$ cat src/rtl/btn_pkg.sv
// -----------------------------------------------------------------------------
// btn_pkg
// Shared definitions for the push-button conditioning blocks:
//   - btn_state_t : 2-bit debouncer FSM state encoding
//   - IDLE / PRESS_WAIT / PRESSED / RELEASE_WAIT state constants
//   - default timing constants for DB_CYCLES, REPEAT_DELAY, REPEAT_RATE
//     (values assume a 100 MHz system clock)
// -----------------------------------------------------------------------------
package btn_pkg;

    typedef logic [1:0] btn_state_t;

    localparam btn_state_t IDLE         = 2'd0;
    localparam btn_state_t PRESS_WAIT   = 2'd1;
    localparam btn_state_t PRESSED      = 2'd2;
    localparam btn_state_t RELEASE_WAIT = 2'd3;

    // 10 ms debounce window
    localparam int unsigned DB_CYCLES_DEFAULT    = 1_000_000;
    // 500 ms before the first auto-repeat, then every 100 ms
    localparam int unsigned REPEAT_DELAY_DEFAULT = 50_000_000;
    localparam int unsigned REPEAT_RATE_DEFAULT  = 10_000_000;

endpackage

$ cat src/rtl/button_debouncer_sync_2ff.sv
// -----------------------------------------------------------------------------
// sync_2ff
// Two-flop synchronizer for a single asynchronous input bit. Both stages
// reset to 0. Reused by any block that samples an async input.
// Ports:
//   clk     in  : destination clock, rising edge
//   reset_p in  : asynchronous active-high reset
//   d       in  : asynchronous input
//   q       out : synchronized output (second stage)
// -----------------------------------------------------------------------------
module sync_2ff (
    input  logic clk,
    input  logic reset_p,
    input  logic d,
    output logic q
);

    logic meta_q;
    logic sync_q;

    always_ff @(posedge clk or posedge reset_p) begin
        if (reset_p) begin
            meta_q <= 1'b0;
            sync_q <= 1'b0;
        end else begin
            meta_q <= d;
            sync_q <= meta_q;
        end
    end

    assign q = sync_q;

endmodule

$ cat src/rtl/button_debouncer.sv
// -----------------------------------------------------------------------------
// button_debouncer
// Turns a raw mechanical push-button into a debounced level plus one-cycle
// press/release pulses. btn_pedge is used downstream as the clock enable
// that steps the LED shift/counter stages once per physical press.
//
// Optional feature macro: BTN_REPEAT_EN
//   defined   : btn_repeat pulses after REPEAT_DELAY cycles held, then every
//               REPEAT_RATE cycles while the button stays pressed
//   undefined : btn_repeat is tied to 0 and no repeat counter exists
//
// Parameters:
//   DB_CYCLES    : stable cycles needed to accept a level change (>= 2)
//   REPEAT_DELAY : cycles in PRESSED before the first repeat pulse
//   REPEAT_RATE  : cycles between subsequent repeat pulses
// Ports:
//   clk        in  : system clock, rising edge
//   reset_p    in  : asynchronous active-high reset
//   btn        in  : raw button, asynchronous, 1 = pressed
//   btn_level  out : debounced button state
//   btn_pedge  out : one-cycle pulse on an accepted press
//   btn_nedge  out : one-cycle pulse on an accepted release
//   btn_repeat out : one-cycle auto-repeat pulse
// -----------------------------------------------------------------------------
module button_debouncer
    import btn_pkg::*;
#(
    parameter int unsigned DB_CYCLES    = DB_CYCLES_DEFAULT,
    parameter int unsigned REPEAT_DELAY = REPEAT_DELAY_DEFAULT,
    parameter int unsigned REPEAT_RATE  = REPEAT_RATE_DEFAULT
) (
    input  logic clk,
    input  logic reset_p,
    input  logic btn,
    output logic btn_level,
    output logic btn_pedge,
    output logic btn_nedge,
    output logic btn_repeat
);

    localparam int unsigned      CNT_W    = $clog2(DB_CYCLES);
    localparam logic [CNT_W-1:0] CNT_LAST = CNT_W'(DB_CYCLES - 1);

    if (DB_CYCLES < 2) begin : g_bad_db
        $error("button_debouncer: DB_CYCLES must be at least 2");
    end
    if (REPEAT_DELAY < 1 || REPEAT_RATE < 1) begin : g_bad_rep
        $error("button_debouncer: REPEAT_DELAY and REPEAT_RATE must be at least 1");
    end

    logic btn_s;

    sync_2ff u_sync (
        .clk     (clk),
        .reset_p (reset_p),
        .d       (btn),
        .q       (btn_s)
    );

    btn_state_t       state_q, state_d;
    logic [CNT_W-1:0] cnt_q,   cnt_d;
    logic             level_q, level_d;
    logic             pedge_q, pedge_d;
    logic             nedge_q, nedge_d;

    always_comb begin
        state_d = state_q;
        cnt_d   = cnt_q;
        level_d = level_q;
        pedge_d = 1'b0;
        nedge_d = 1'b0;
        case (state_q)
            IDLE: begin
                if (btn_s) begin
                    state_d = PRESS_WAIT;
                    cnt_d   = '0;
                end
            end
            PRESS_WAIT: begin
                // Any 0 during the window is bounce: drop back silently.
                if (!btn_s) begin
                    state_d = IDLE;
                end else if (cnt_q == CNT_LAST) begin
                    state_d = PRESSED;
                    level_d = 1'b1;
                    pedge_d = 1'b1;
                end else begin
                    cnt_d = cnt_q + CNT_W'(1);
                end
            end
            PRESSED: begin
                if (!btn_s) begin
                    state_d = RELEASE_WAIT;
                    cnt_d   = '0;
                end
            end
            RELEASE_WAIT: begin
                if (btn_s) begin
                    state_d = PRESSED;
                end else if (cnt_q == CNT_LAST) begin
                    state_d = IDLE;
                    level_d = 1'b0;
                    nedge_d = 1'b1;
                end else begin
                    cnt_d = cnt_q + CNT_W'(1);
                end
            end
            default: begin
                state_d = IDLE;
                cnt_d   = '0;
            end
        endcase
    end

    always_ff @(posedge clk or posedge reset_p) begin
        if (reset_p) begin
            state_q <= IDLE;
            cnt_q   <= '0;
            level_q <= 1'b0;
            pedge_q <= 1'b0;
            nedge_q <= 1'b0;
        end else begin
            state_q <= state_d;
            cnt_q   <= cnt_d;
            level_q <= level_d;
            pedge_q <= pedge_d;
            nedge_q <= nedge_d;
        end
    end

    assign btn_level = level_q;
    assign btn_pedge = pedge_q;
    assign btn_nedge = nedge_q;

`ifdef BTN_REPEAT_EN
    localparam int unsigned      REP_MAX   = (REPEAT_DELAY > REPEAT_RATE) ? REPEAT_DELAY
                                                                          : REPEAT_RATE;
    localparam int unsigned      REP_W     = $clog2(REP_MAX) + 1;
    localparam logic [REP_W-1:0] DLY_LAST  = REP_W'(REPEAT_DELAY - 1);
    localparam logic [REP_W-1:0] RATE_LAST = REP_W'(REPEAT_RATE - 1);

    logic [REP_W-1:0] rep_cnt_q, rep_cnt_d;
    logic             rep_armed_q, rep_armed_d;  // first repeat already issued
    logic             repeat_q, repeat_d;

    always_comb begin
        rep_cnt_d   = rep_cnt_q;
        rep_armed_d = rep_armed_q;
        repeat_d    = 1'b0;
        if (state_d == PRESSED && state_q != PRESSED) begin
            // Fresh entry (press accepted or release bounce): restart delay.
            rep_cnt_d   = '0;
            rep_armed_d = 1'b0;
        end else if (state_q == PRESSED && state_d == PRESSED) begin
            if (rep_cnt_q == (rep_armed_q ? RATE_LAST : DLY_LAST)) begin
                repeat_d    = 1'b1;
                rep_cnt_d   = '0;
                rep_armed_d = 1'b1;
            end else begin
                rep_cnt_d = rep_cnt_q + REP_W'(1);
            end
        end
    end

    always_ff @(posedge clk or posedge reset_p) begin
        if (reset_p) begin
            rep_cnt_q   <= '0;
            rep_armed_q <= 1'b0;
            repeat_q    <= 1'b0;
        end else begin
            rep_cnt_q   <= rep_cnt_d;
            rep_armed_q <= rep_armed_d;
            repeat_q    <= repeat_d;
        end
    end

    assign btn_repeat = repeat_q;
`else
    assign btn_repeat = 1'b0;
`endif

endmodule
$ cat config.mk
export PLATFORM = sky130hd
export DESIGN_NAME = button_debouncer
export DESIGN_NICKNAME = d
export VERILOG_FILES = /design/src/rtl/btn_pkg.sv /design/src/rtl/button_debouncer_sync_2ff.sv /design/src/rtl/button_debouncer.sv
export SDC_FILE = /design/constraint.sdc
export NUM_CORES = 1
export LEC_CHECK = 0
export ABC_AREA = 1
export CORE_MARGIN = 3
export CORE_UTILIZATION = 25
export CTS_BUF_LIST = sky130_fd_sc_hd__clkbuf_16
export DETAILED_ROUTE_END_ITERATION = 6
export HOLD_SLACK_MARGIN = 0.02
export SYNTH_ARGS = -nofsm -noshare
export SYNTH_HDL_FRONTEND = slang
export SYNTH_SLANG_ARGS = --single-unit
$ cat constraint.sdc
create_clock -name clk -period 1.51 [get_ports clk]
set_clock_uncertainty 0.15 [all_clocks]
set_input_delay 0.2265 -clock clk [delete_from_list [all_inputs] [get_ports clk]]
set_output_delay 0.2265 -clock clk [all_outputs]
set_load 0.005 [all_outputs]
==> metrics.md, run 1 <==
| Metric | Value |
|---|---|
| Register area share after synthesis | `43.20%` |
| Vias/cell | `4.724` |
| Final count of hold timing violations | `0` |
| VDD IR max | `0.6798 mV` |
| Part of the cycle the worst path needs | `113.3%` |
| RSZ-0062 raised after global routing | `true` |
| Reg clk slew, reported paths | `0.07 ns` |
| CTS tree | `done` |
| Total detailed-routing wirelength | `4.627 mm` |
| Post-DP HPWL | `2.901 mm` |
| Critical path class | `reg -> reg` |
| Synth warn | `0` |
| Violated checks | `negative setup slack` |
| Synth area leader | `dfrtp_1` |
| Die Width | `85.10 um` |
| CP endpoint kind | `flop` |
| WL met2 | `2.263 mm` |
| Max Slew Vio Count | `0` |
| Sequential fraction of design power | `45.1%` |
| Largest net degree at the start of global routing | `28` |
| Mean post-synth cell area | `7.207 um^2` |
| GRT Overall Usage | `13.09%` |
| Final Util | `41.14%` |
| First-pass GRT wire length | `7.596 mm` |
| DRC marker count from the first detailed-route iteration | `97` |
| Fillers | `580` |
| Initial antenna violation count | `0` |
| Hold_ws | `0.1362 ns` |
| Max Fclk | `0.5847 GHz` |
| Power share of the clock group | `37.6%` |
| Core Rows | `28` |
| Top post-synthesis cells by area | `dfrtp_1 43%, nand2_1 14%, nor2_1 7.2%` |
| Share of layout cells above drive strength 1 | `39.71%` |
| Final std cell area, no fill | `2465 um^2` |
| Post-Syn Nets | `221` |
| #FFs+latches synth | `27` |
| Final #Nets | `282` |
| Core box area | `5991 um^2` |
| Vias in the first global route | `1,618` |
| Place WS | `-0.3144 ns` |
| PD cells | `690.9 nW/um^2` |
| Via count | `1,663` |
| Clock buffer depth | `2` |
| Hold Path Class | `in -> async` |
| Sw Ratio | `27.80%` |
| Antenna diode count | `0` |
| Gp weighted congestion | `0.8846` |
| # Max-Cap Violations | `0` |
| Status | `finished, violations left` |
| Number of H-tree levels | `1` |
| Met1 WL | `2.068 mm` |
| Internal power | `1.229 mW` |
| Commonest non-fill, non-tap cell in the layout | `nand2_1` |
| Worst skew pair latency | `0.27 ns` |
| Worst Path Max Fanout | `7` |
| TritonRoute pass-1 iters | `4` |
| Crit path DAT | `1.76 ns` |
| Startpoint types | `flop` |
| Synth top area share | `43.20%` |
| Cell area after synthesis | `1564 um^2` |
| Area Overhead vs Synth | `57.60%` |
| Setup Viol. Count Final | `25` |
| Final non-filler cell total | `352` |
| Leak Pwr | `1.104 nW` |
| Synth cell types | `23` |
| Fin crit period | `1.710 ns` |
| Total congestion overflow | `0` |
| Gate power share | `17.3%` |
| Post-Syn Instances | `217` |
| Placement Cell Area | `2078 um^2` |
| Initial Utilization | `26.11%` |
| Max Used Layer | `met4` |
| DRC Markers | `0` |
| Sink Count | `27` |
| NetSw | `0.4735 mW` |
| Root buf cell | `clkbuf_16` |
| Final setup margin | `-0.2003 ns` |
| Antenna Nets Post-Route | `0` |
| I/O pin count | `7` |
| DP Cell Count | `340` |
| Sequential cell area | `675.6 um^2` |
| IO Port Bufs | `5` |
| Most frequent cells in the layout | `48 x nand2_1, 46 x buf_4, 28 x inv_1, 27 x dfrtp_1, 22 x nor2_1` |
| Die height | `85.10 um` |
| DIE AREA | `7241 um^2` |
| WL/cell | `13.14 um` |
| TritonCTS buffer count | `3` |
| Multi-input logic area | `1036 um^2` |
| Metal3 WL | `195 um` |
| Req. time, crit path | `1.56 ns` |
## sequential cells by signal (all words and copies together), names as in the netlist, named ones only
register / cells
u_sync.meta_q: 1
btn_level: 1
btn_nedge: 1
u_sync.q: 1
state_q: 1
btn_pedge: 1
cnt_q: 20
## layer usage
| metal | vias to the layer above | global-route usage (%) |
|---|---|---|
| li1 | 820 | - |
| met1 | 799 | 16.76 |
| met2 | 35 | 21.82 |
| met3 | 9 | 2.330 |
| met4 | 0 | 5.180 |
| met5 | - | 0 |
## cell type report
cell class	count	area share (%)
Clock inverter	1	0.3046
Sequential cell	27	27.41
Timing Repair Buffer	56	19.14
Clock buffer	3	3.046
Tap cell	75	3.807
Inverter	28	4.264
Multi-Input combinational cell	162	42.03
## stage by stage
stage / setup TNS (ns) / total power, mW
after detailed placement: -4.395 / 0.9702
after floorplan: -0.4939 / 0.8855
final: -4.053 / 1.703
after global placement: -3.372 / 0.9678
after global routing: -6.252 / 1.769
after CTS: -2.099 / 1.636
## power by group through the flow
stage                     clock network (mW)  registers, mW  logic (mW)
after CTS                              0.647          0.761       0.229
after global placement                     0          0.773       0.195
after floorplan                            0          0.779       0.107
after detailed placement                   0          0.775       0.195
final                                  0.640          0.769       0.294
after global routing                   0.681          0.771       0.317
## what timing repair did
action                     CTS  global route
gates cloned                 2             1
gates resized for setup     32            28
setup endpoints to repair   25            26
setup buffers                4             2
pin swaps                   11            14
hold buffers                 0             0
## final timing paths
kind | to | cells past startpoint | startpoint | slack, ns
setup / recovery | cnt_q[16] | 9 | cnt_q[0] | -0.20
hold / removal | btn_nedge | 3 | reset_p | 0.14
setup reg to reg | cnt_q[16] | 9 | cnt_q[0] | -0.20
hold reg to reg | u_sync.q | 0 | u_sync.meta_q | 0.21
max in group asynchronous | cnt_q[16] | 3 | reset_p | 0.91
min in group clk | u_sync.q | 0 | u_sync.meta_q | 0.21
## cell usage after synthesis (all sizes together)
cell	count
nand2	63
nor2	33
inv	28
dfrtp	27
nand3	23
o21ai	18
xor2	5
nand4	4
o22ai	4
a21oi	3
buf	3
nor3	2
a31oi	1
conb	1
ha	1
nand3b	1
## critical path, cell delays in order, from the launching register on
cell,delay (ns)
dfrtp_1,0.42
ha_4,0.18
nand2_4,0.06
nor2_4,0.15
nand3_2,0.11
nor2_4,0.19
nand2_4,0.13
nand2_8,0.13
nand2_2,0.04
o21ai_1,0.07
## kinds of logic after synthesis
group                    after synthesis  synth area share, %
flip-flops                            27                43.20
AO/OA/AOI/OAI                         26                9.440
buffers and inverters                 31                8.640
adder cells (fa/ha/maj)                1               0.7999
AND/OR/NAND/NOR                      126                34.88
other                                  1               0.2398
XOR/XNOR                               5                2.800
Note: power is estimated with default switching activity, not from simulation.
==> inputs of run 2 (changes only) <==
CORE_UTILIZATION = 40   (was 25)
PLACE_DENSITY = 0.58   (was not set)
==> run 2 against run 1 <==
Compared with the run above: via count down 5.8%; maximum frequency up 0.53%; die area down 35%; sequential power down 1%; total power down 2.9%; global-route usage up 6.8 points; design area down 4.3%; the run still ends with negative setup slack left; flip-flop and latch count unchanged; first-iteration DRC count down 24%; routed wire length down 11%; clock power up 1%.
==> metrics.md, run 2 (synthesis results as in run 1) <==
| Metric | Value |
|---|---|
| Status | `finished, violations left` |
| Violated checks | `negative setup slack` |
| Root buf cell | `clkbuf_16` |
| Req. time, crit path | `1.56 ns (about the same)` |
| Die height | `68.53 um (-19%)` |
| Part of the cycle the worst path needs | `112.7% (-0.60 points)` |
| Gp weighted congestion | `0.9153 (+3.5%)` |
| Hold Buf Count CTS | `0 (unchanged)` |
| Commonest non-fill, non-tap cell in the layout | `nand2_1` |
| RSZ-0062 raised after global routing | `true` |
| TritonRoute pass-1 iters | `4 (unchanged)` |
| Sw Ratio | `26.49% (-1.3 points)` |
| GRT Overall Usage | `19.93% (+6.8 points)` |
| Core box area | `3716 um^2 (-38%)` |
| Max Slew Vio Count | `0 (unchanged)` |
| Vias/cell | `4.804 (+1.7%)` |
| CP endpoint kind | `flop` |
| Via count | `1,566 (-5.8%)` |
| Reg2reg setup slack | `-0.19 ns (about the same)` |
| Core Rows | `22 (-21%)` |
| Total congestion overflow | `0 (unchanged)` |
| Internal power | `1.216 mW (-1.1%)` |
| Biggest register | `cnt_q` |
| Critical Path Max Stage Delay | `0.36 ns (-0.06 ns)` |
| Hold Path Class | `in -> async` |
| Reg2reg path depth | `9 (unchanged)` |
| CP Cell Sequence | `ha_2 -> buf_4 -> nand3_4 -> nor2_4 -> nand3_4 -> nand2_4 -> buf_6 -> nand3_1 -> a21oi_2` |
| Startpoint types | `flop` |
| NetSw | `0.4382 mW (-7.5%)` |
| Initial antenna violation count | `0 (unchanged)` |
| Antenna diode count | `0 (unchanged)` |
| Critical path's most frequent cell | `nand3_4` |
| # Max-Cap Violations | `0 (unchanged)` |
| DRC marker count from the first detailed-route iteration | `74 (-24%)` |
| DRC Markers | `0 (unchanged)` |
| Most frequent cells in the layout | `57 x nand2_1, 51 x buf_4, 28 x inv_1, 26 x dfrtp_1, 18 x nor2_1` |
| Setup_tns | `-1.975 ns (+2.078 ns)` |
| Final count of hold timing violations | `0 (unchanged)` |
| Crit path buf inv count | `2 (+2)` |
| Crit path DAT | `1.75 ns (about the same)` |
| Initial Utilization | `42.09% (+16 points)` |
| Gate power share | `14.8% (-2.5 points)` |
| Slowest cell on the critical path | `dfrtp_1` |
| IO Port Bufs | `5 (unchanged)` |
| Setup Viol. Count Final | `22 (-12%)` |
| Total power | `1.654 mW (-2.9%)` |
| WL/cell | `12.58 um (-4.3%)` |
| TritonCTS buffer count | `3 (unchanged)` |
| Cell family with most CP delay | `simple AND/OR/NAND/NOR gates` |
| Worst skew pair latency | `0.27 ns (about the same)` |
| Share of layout cells above drive strength 1 | `35.25% (-4.5 points)` |
| Fin crit period | `1.701 ns (-0.009029 ns)` |
| Antenna Nets Post-Route | `0 (unchanged)` |
| Worst Path Max Fanout | `7 (unchanged)` |
| Post-DP HPWL | `2.783 mm (-4.1%)` |
| I/O pin count | `7 (unchanged)` |
| R2R Path Start | `cnt_q[1]` |
| Total detailed-routing wirelength | `4.100 mm (-11%)` |
| Die Width | `68.53 um (-19%)` |
| Number of H-tree levels | `1 (unchanged)` |
| Largest register FFs | `20 (unchanged)` |
| Clock buffer depth | `2 (unchanged)` |
| Largest net degree at the start of global routing | `28 (unchanged)` |
| Max Fclk | `0.5878 GHz (+0.53%)` |
| Power share of the clock group | `39.2% (+1.6 points)` |
| First-pass GRT wire length | `6.893 mm (-9.3%)` |
| Final setup margin | `-0.1913 ns (+0.009029 ns)` |
| CTS tree | `done` |
| DIE AREA | `4696 um^2 (-35%)` |
| Leak Pwr | `1.074 nW (-2.7%)` |
| Area Overhead vs Synth | `50.80%` |
| Vias in the first global route | `1,511 (-6.6%)` |
| PD cells | `701.3 nW/um^2 (+1.5%)` |
| R2r endpoint | `cnt_q[18]` |
| Critical path class | `reg -> reg` |
| Reg clk slew, reported paths | `0.08 ns (about the same)` |
| Sink Count | `27 (unchanged)` |
| VDD IR max | `0.4572 mV (-33%)` |
| Sequential fraction of design power | `46.0% (+0.9 points)` |
| Final #Nets | `283 (+0.35%)` |
==> run 2: final cells by class <==
class | count | area, um^2
Clock buffer | 3 | 75.07
Clock inverter | 1 | 8.758
Fill cell | 319 | 1358
Inverter | 28 | 105.1
Multi-Input combinational cell | 160 | 945.9
Sequential cell | 27 | 676.9
Tap cell | 48 | 60.06
Timing Repair Buffer | 59 | 486.7
==> run 2: power by group through the flow <==
stage | registers (mW) | clock network (mW) | logic (mW)
global route | 0.764 | 0.699 | 0.266
CTS | 0.760 | 0.662 | 0.229
global placement | 0.774 | 0 | 0.194
finish | 0.761 | 0.648 | 0.245
floorplan | 0.779 | 0 | 0.107
detailed placement | 0.774 | 0 | 0.195
==> run 2: worst max path at each step <==
stage                     startpoint   endpoint  cells after the start
final                       cnt_q[1]  cnt_q[18]                      9
after CTS                   cnt_q[0]  cnt_q[18]                      9
after global placement      cnt_q[1]  cnt_q[18]                      8
after global routing        cnt_q[7]  cnt_q[18]                      8
after floorplan             cnt_q[0]   cnt_q[2]                      9
after detailed placement    cnt_q[1]  cnt_q[18]                      8
==> run 2: what timing repair did <==
| action | in CTS | in global routing |
|---|---|---|
| gates resized for setup | 19 | 22 |
| setup endpoints to repair | 24 | 26 |
| pin swaps | 6 | 4 |
| gates cloned | 1 | 0 |
| buffers inserted | 3 | 2 |
==> run 2: tightest hold or removal path, delay by kind of cell <==
kind	cells	cell delay, ns
buf+inv	3	0.68
==> run 2: per-layer routing <==
layer  global-route usage, %  wire [um]  vias up
met2                   33.13       1973       24
met5                       0          0        -
met4                   5.211         35        0
met3                   2.431         94        4
li1                        -          -      816
met1                   27.25       1996      722
==> run 2: stage by stage <==
step | util, % | hold WS, ns | cell area, um^2 | cells | setup slack (ns)
2_1_floorplan | - | 0.1079 | 1607 | 217 | -0.05542
3_3_place_gp | 55.82 | 0.1836 | 2074 | 317 | -0.2331
3_5_place_dp | 55.82 | 0.1855 | 2074 | 317 | -0.2860
4_1_cts | 60.84 | 0.1435 | 2261 | 324 | -0.1519
5_1_grt | 63.47 | 0.1763 | 2359 | 326 | -0.2921
6_report | 63.47 | 0.1373 | 2359 | 326 | -0.1913
==> inputs of run 3 (changes only) <==
CTS_BUF_LIST = sky130_fd_sc_hd__clkbuf_8   (was sky130_fd_sc_hd__clkbuf_16)
==> run 3 against run 2 <==
Compared with the run above: the flow still finishes with violations (negative setup slack); total power is 9.8% lower; maximum frequency is 3.0% higher; sequential share of layout area fell by 1.5 points; sequential power up 0.9%; routed wire length grew 1.6%; clock-buffer cell count unchanged; clock power down 30%; flip-flop and latch count unchanged; critical path type unchanged; largest cell class unchanged; highest routed layer unchanged.
==> metrics.md, run 3 (synthesis results as in run 1) <==
| Metric | Value |
|---|---|
| Fin crit period | `1.651 ns (-0.04992 ns)` |
| Via count | `1,577 (+0.70%)` |
| TritonCTS buffer count | `3 (unchanged)` |
| DIE AREA | `4696 um^2 (unchanged)` |
| Final count of hold timing violations | `0 (unchanged)` |
| Fillers | `295 (-7.5%)` |
| Post-DP HPWL | `2.783 mm (unchanged)` |
| Reg clk slew, reported paths | `0.11 ns (+0.03 ns)` |
| DRC marker count from the first detailed-route iteration | `112 (+51%)` |
| First-pass GRT wire length | `6.699 mm (-2.8%)` |
| Commonest non-fill, non-tap cell in the layout | `nand2_1` |
| Req. time, crit path | `1.59 ns (+0.03 ns)` |
| Setup_tns | `-2.008 ns (-0.03347 ns)` |
| Share of layout cells above drive strength 1 | `41.43% (+6.2 points)` |
| Die height | `68.53 um (unchanged)` |
| Slowest cell on the critical path | `dfrtp_1` |
| Status | `finished, violations left` |
| # Max-Cap Violations | `0 (unchanged)` |
| Largest net degree at the start of global routing | `28 (unchanged)` |
| Clock buffer depth | `2 (unchanged)` |
| Largest register FFs | `20 (unchanged)` |
| Critical path class | `reg -> reg` |
| Antenna diode count | `0 (unchanged)` |
| Final Util | `66.97% (+3.5 points)` |
| Initial antenna violation count | `0 (unchanged)` |
| Worst skew pair latency | `0.29 ns (+0.02 ns)` |
| GRT Overall Usage | `19.55% (-0.38 points)` |
| Critical path depth in cells | `9 (unchanged)` |
| VDD IR max | `0.4566 mV (-0.14%)` |
| Leak Pwr | `1.118 nW (+4.0%)` |
| Reg2reg setup slack | `-0.14 ns (+0.05 ns)` |
| Vias in the first global route | `1,462 (-3.2%)` |
| Part of the cycle the worst path needs | `109.4% (-3.3 points)` |
| IO Port Bufs | `5 (unchanged)` |
| Place WS | `-0.2860 ns (unchanged)` |
| Setup crit start | `cnt_q[1]` |
| Root buf cell | `clkbuf_8` |
| Max Slew Vio Count | `0 (unchanged)` |
| Number of H-tree levels | `1 (unchanged)` |
| Hold_ws | `0.1068 ns (-0.03043 ns)` |
| Placement Cell Area | `2074 um^2 (unchanged)` |
| WL/cell | `12.70 um (+0.99%)` |
| Setup Viol. Count Final | `23 (+4.5%)` |
| Crit path DAT | `1.73 ns (-0.02 ns)` |
| Crit path buf inv count | `2 (unchanged)` |
| Critical path's most frequent cell | `nand3_4` |
| TritonRoute pass-1 iters | `4 (unchanged)` |
| I/O pin count | `7 (unchanged)` |
| Reg2reg path depth | `9 (unchanged)` |
| Hold Buf Count CTS | `0 (unchanged)` |
| Worst Path Max Fanout | `7 (unchanged)` |
| DRC Markers | `0 (unchanged)` |
| Max Fclk | `0.6056 GHz (+3.0%)` |
| Violated checks | `negative setup slack` |
| Biggest register | `cnt_q` |
| CP endpoint kind | `flop` |
| Total power | `1.491 mW (-9.8%)` |
| Vias/cell | `4.808 (about the same)` |
| Most frequent cells in the layout | `56 x nand2_1, 48 x buf_4, 27 x inv_1, 26 x dfrtp_1` |
| PD cells | `599.3 nW/um^2 (-15%)` |
| Core Rows | `22 (unchanged)` |
| Initial Utilization | `42.09% (unchanged)` |
| Total detailed-routing wirelength | `4.166 mm (+1.6%)` |
| Die Width | `68.53 um (unchanged)` |
| R2R Path Start | `cnt_q[1]` |
| Gp weighted congestion | `0.9153 (unchanged)` |
| Total congestion overflow | `0 (unchanged)` |
| Cell family with most CP delay | `simple AND/OR/NAND/NOR gates` |
| Critical Path Max Stage Delay | `0.41 ns (+0.05 ns)` |
| Final non-filler cell total | `328 (+0.61%)` |
| Final std cell area, no fill | `2489 um^2 (+5.5%)` |
| Hold Path Class | `in -> async` |
| CTS tree | `done` |
| Startpoint types | `flop` |
| Core box area | `3716 um^2 (unchanged)` |
| Sink Count | `27 (unchanged)` |
| Area Overhead vs Synth | `59.12%` |
| DP Cell Count | `317 (unchanged)` |
| Multi-input logic area | `1071 um^2 (+13%)` |
| Critical Path End | `cnt_q[18]` |
| Final #Nets | `285 (+0.71%)` |
| Final setup margin | `-0.1413 ns (+0.04992 ns)` |
| R2r endpoint | `cnt_q[18]` |
| RSZ-0062 raised after global routing | `true` |
| Sequential cell area | `676.9 um^2 (unchanged)` |
| CP Cell Sequence | `ha_4 -> buf_6 -> nand3_4 -> nor2_4 -> nand3_4 -> nand2_4 -> buf_8 -> nand3_2 -> a21oi_2` |
| Antenna Nets Post-Route | `0 (unchanged)` |
[run 3: layout make-up]
class                   count  area share [%]
multi-input cells         160           43.04
flip-flops and latches     27           27.20
repair buffers             61           21.12
inverters                  28           4.223
well taps                  48           2.413
clock buffers               3           1.659
clock inverters             1          0.3519
[run 3: report_power, final]
| part | total [mW] | internal (mW) | switching (mW) |
|---|---|---|---|
| registers | 0.768 | 0.745 | 0.0227 |
| logic | 0.268 | 0.119 | 0.149 |
| clock network | 0.455 | 0.195 | 0.260 |
[run 3: worst min-delay path: stages]
cell and delay, ns:
clkdlybuf4s50_1 0.40, inv_1 0.09, buf_12 0.19
[run 3: how the worst min path moves through the flow]
| stage | start | to | slack [ns] | depth (start not counted) |
|---|---|---|---|---|
| 2_1_floorplan | btn | u_sync.meta_q | 0.11 | 0 |
| 3_3_place_gp | u_sync.meta_q | u_sync.q | 0.18 | 0 |
| 3_5_place_dp | u_sync.meta_q | u_sync.q | 0.19 | 0 |
| 4_1_cts | reset_p | cnt_q[3] | 0.11 | 3 |
| 5_1_grt | reset_p | cnt_q[3] | 0.14 | 3 |
| 6_report | reset_p | cnt_q[3] | 0.11 | 3 |
[run 3: repair_timing]
| action | 4_1_cts | 5_1_grt |
|---|---|---|
| endpoints found under the setup margin | 25 | 27 |
| pin swaps | 6 | 14 |
| setup buffers | 4 | 5 |
| gates resized for setup | 20 | 58 |
| gates cloned | 1 | 0 |
[run 3: per-layer routing]
layer | up-vias | wire length, um | global-route usage, %
li1 | 820 | - | -
met1 | 728 | 1930 | 26.81
met2 | 24 | 2036 | 31.47
met3 | 5 | 136 | 2.431
met4 | 0 | 63 | 6.948
met5 | - | 0 | 0
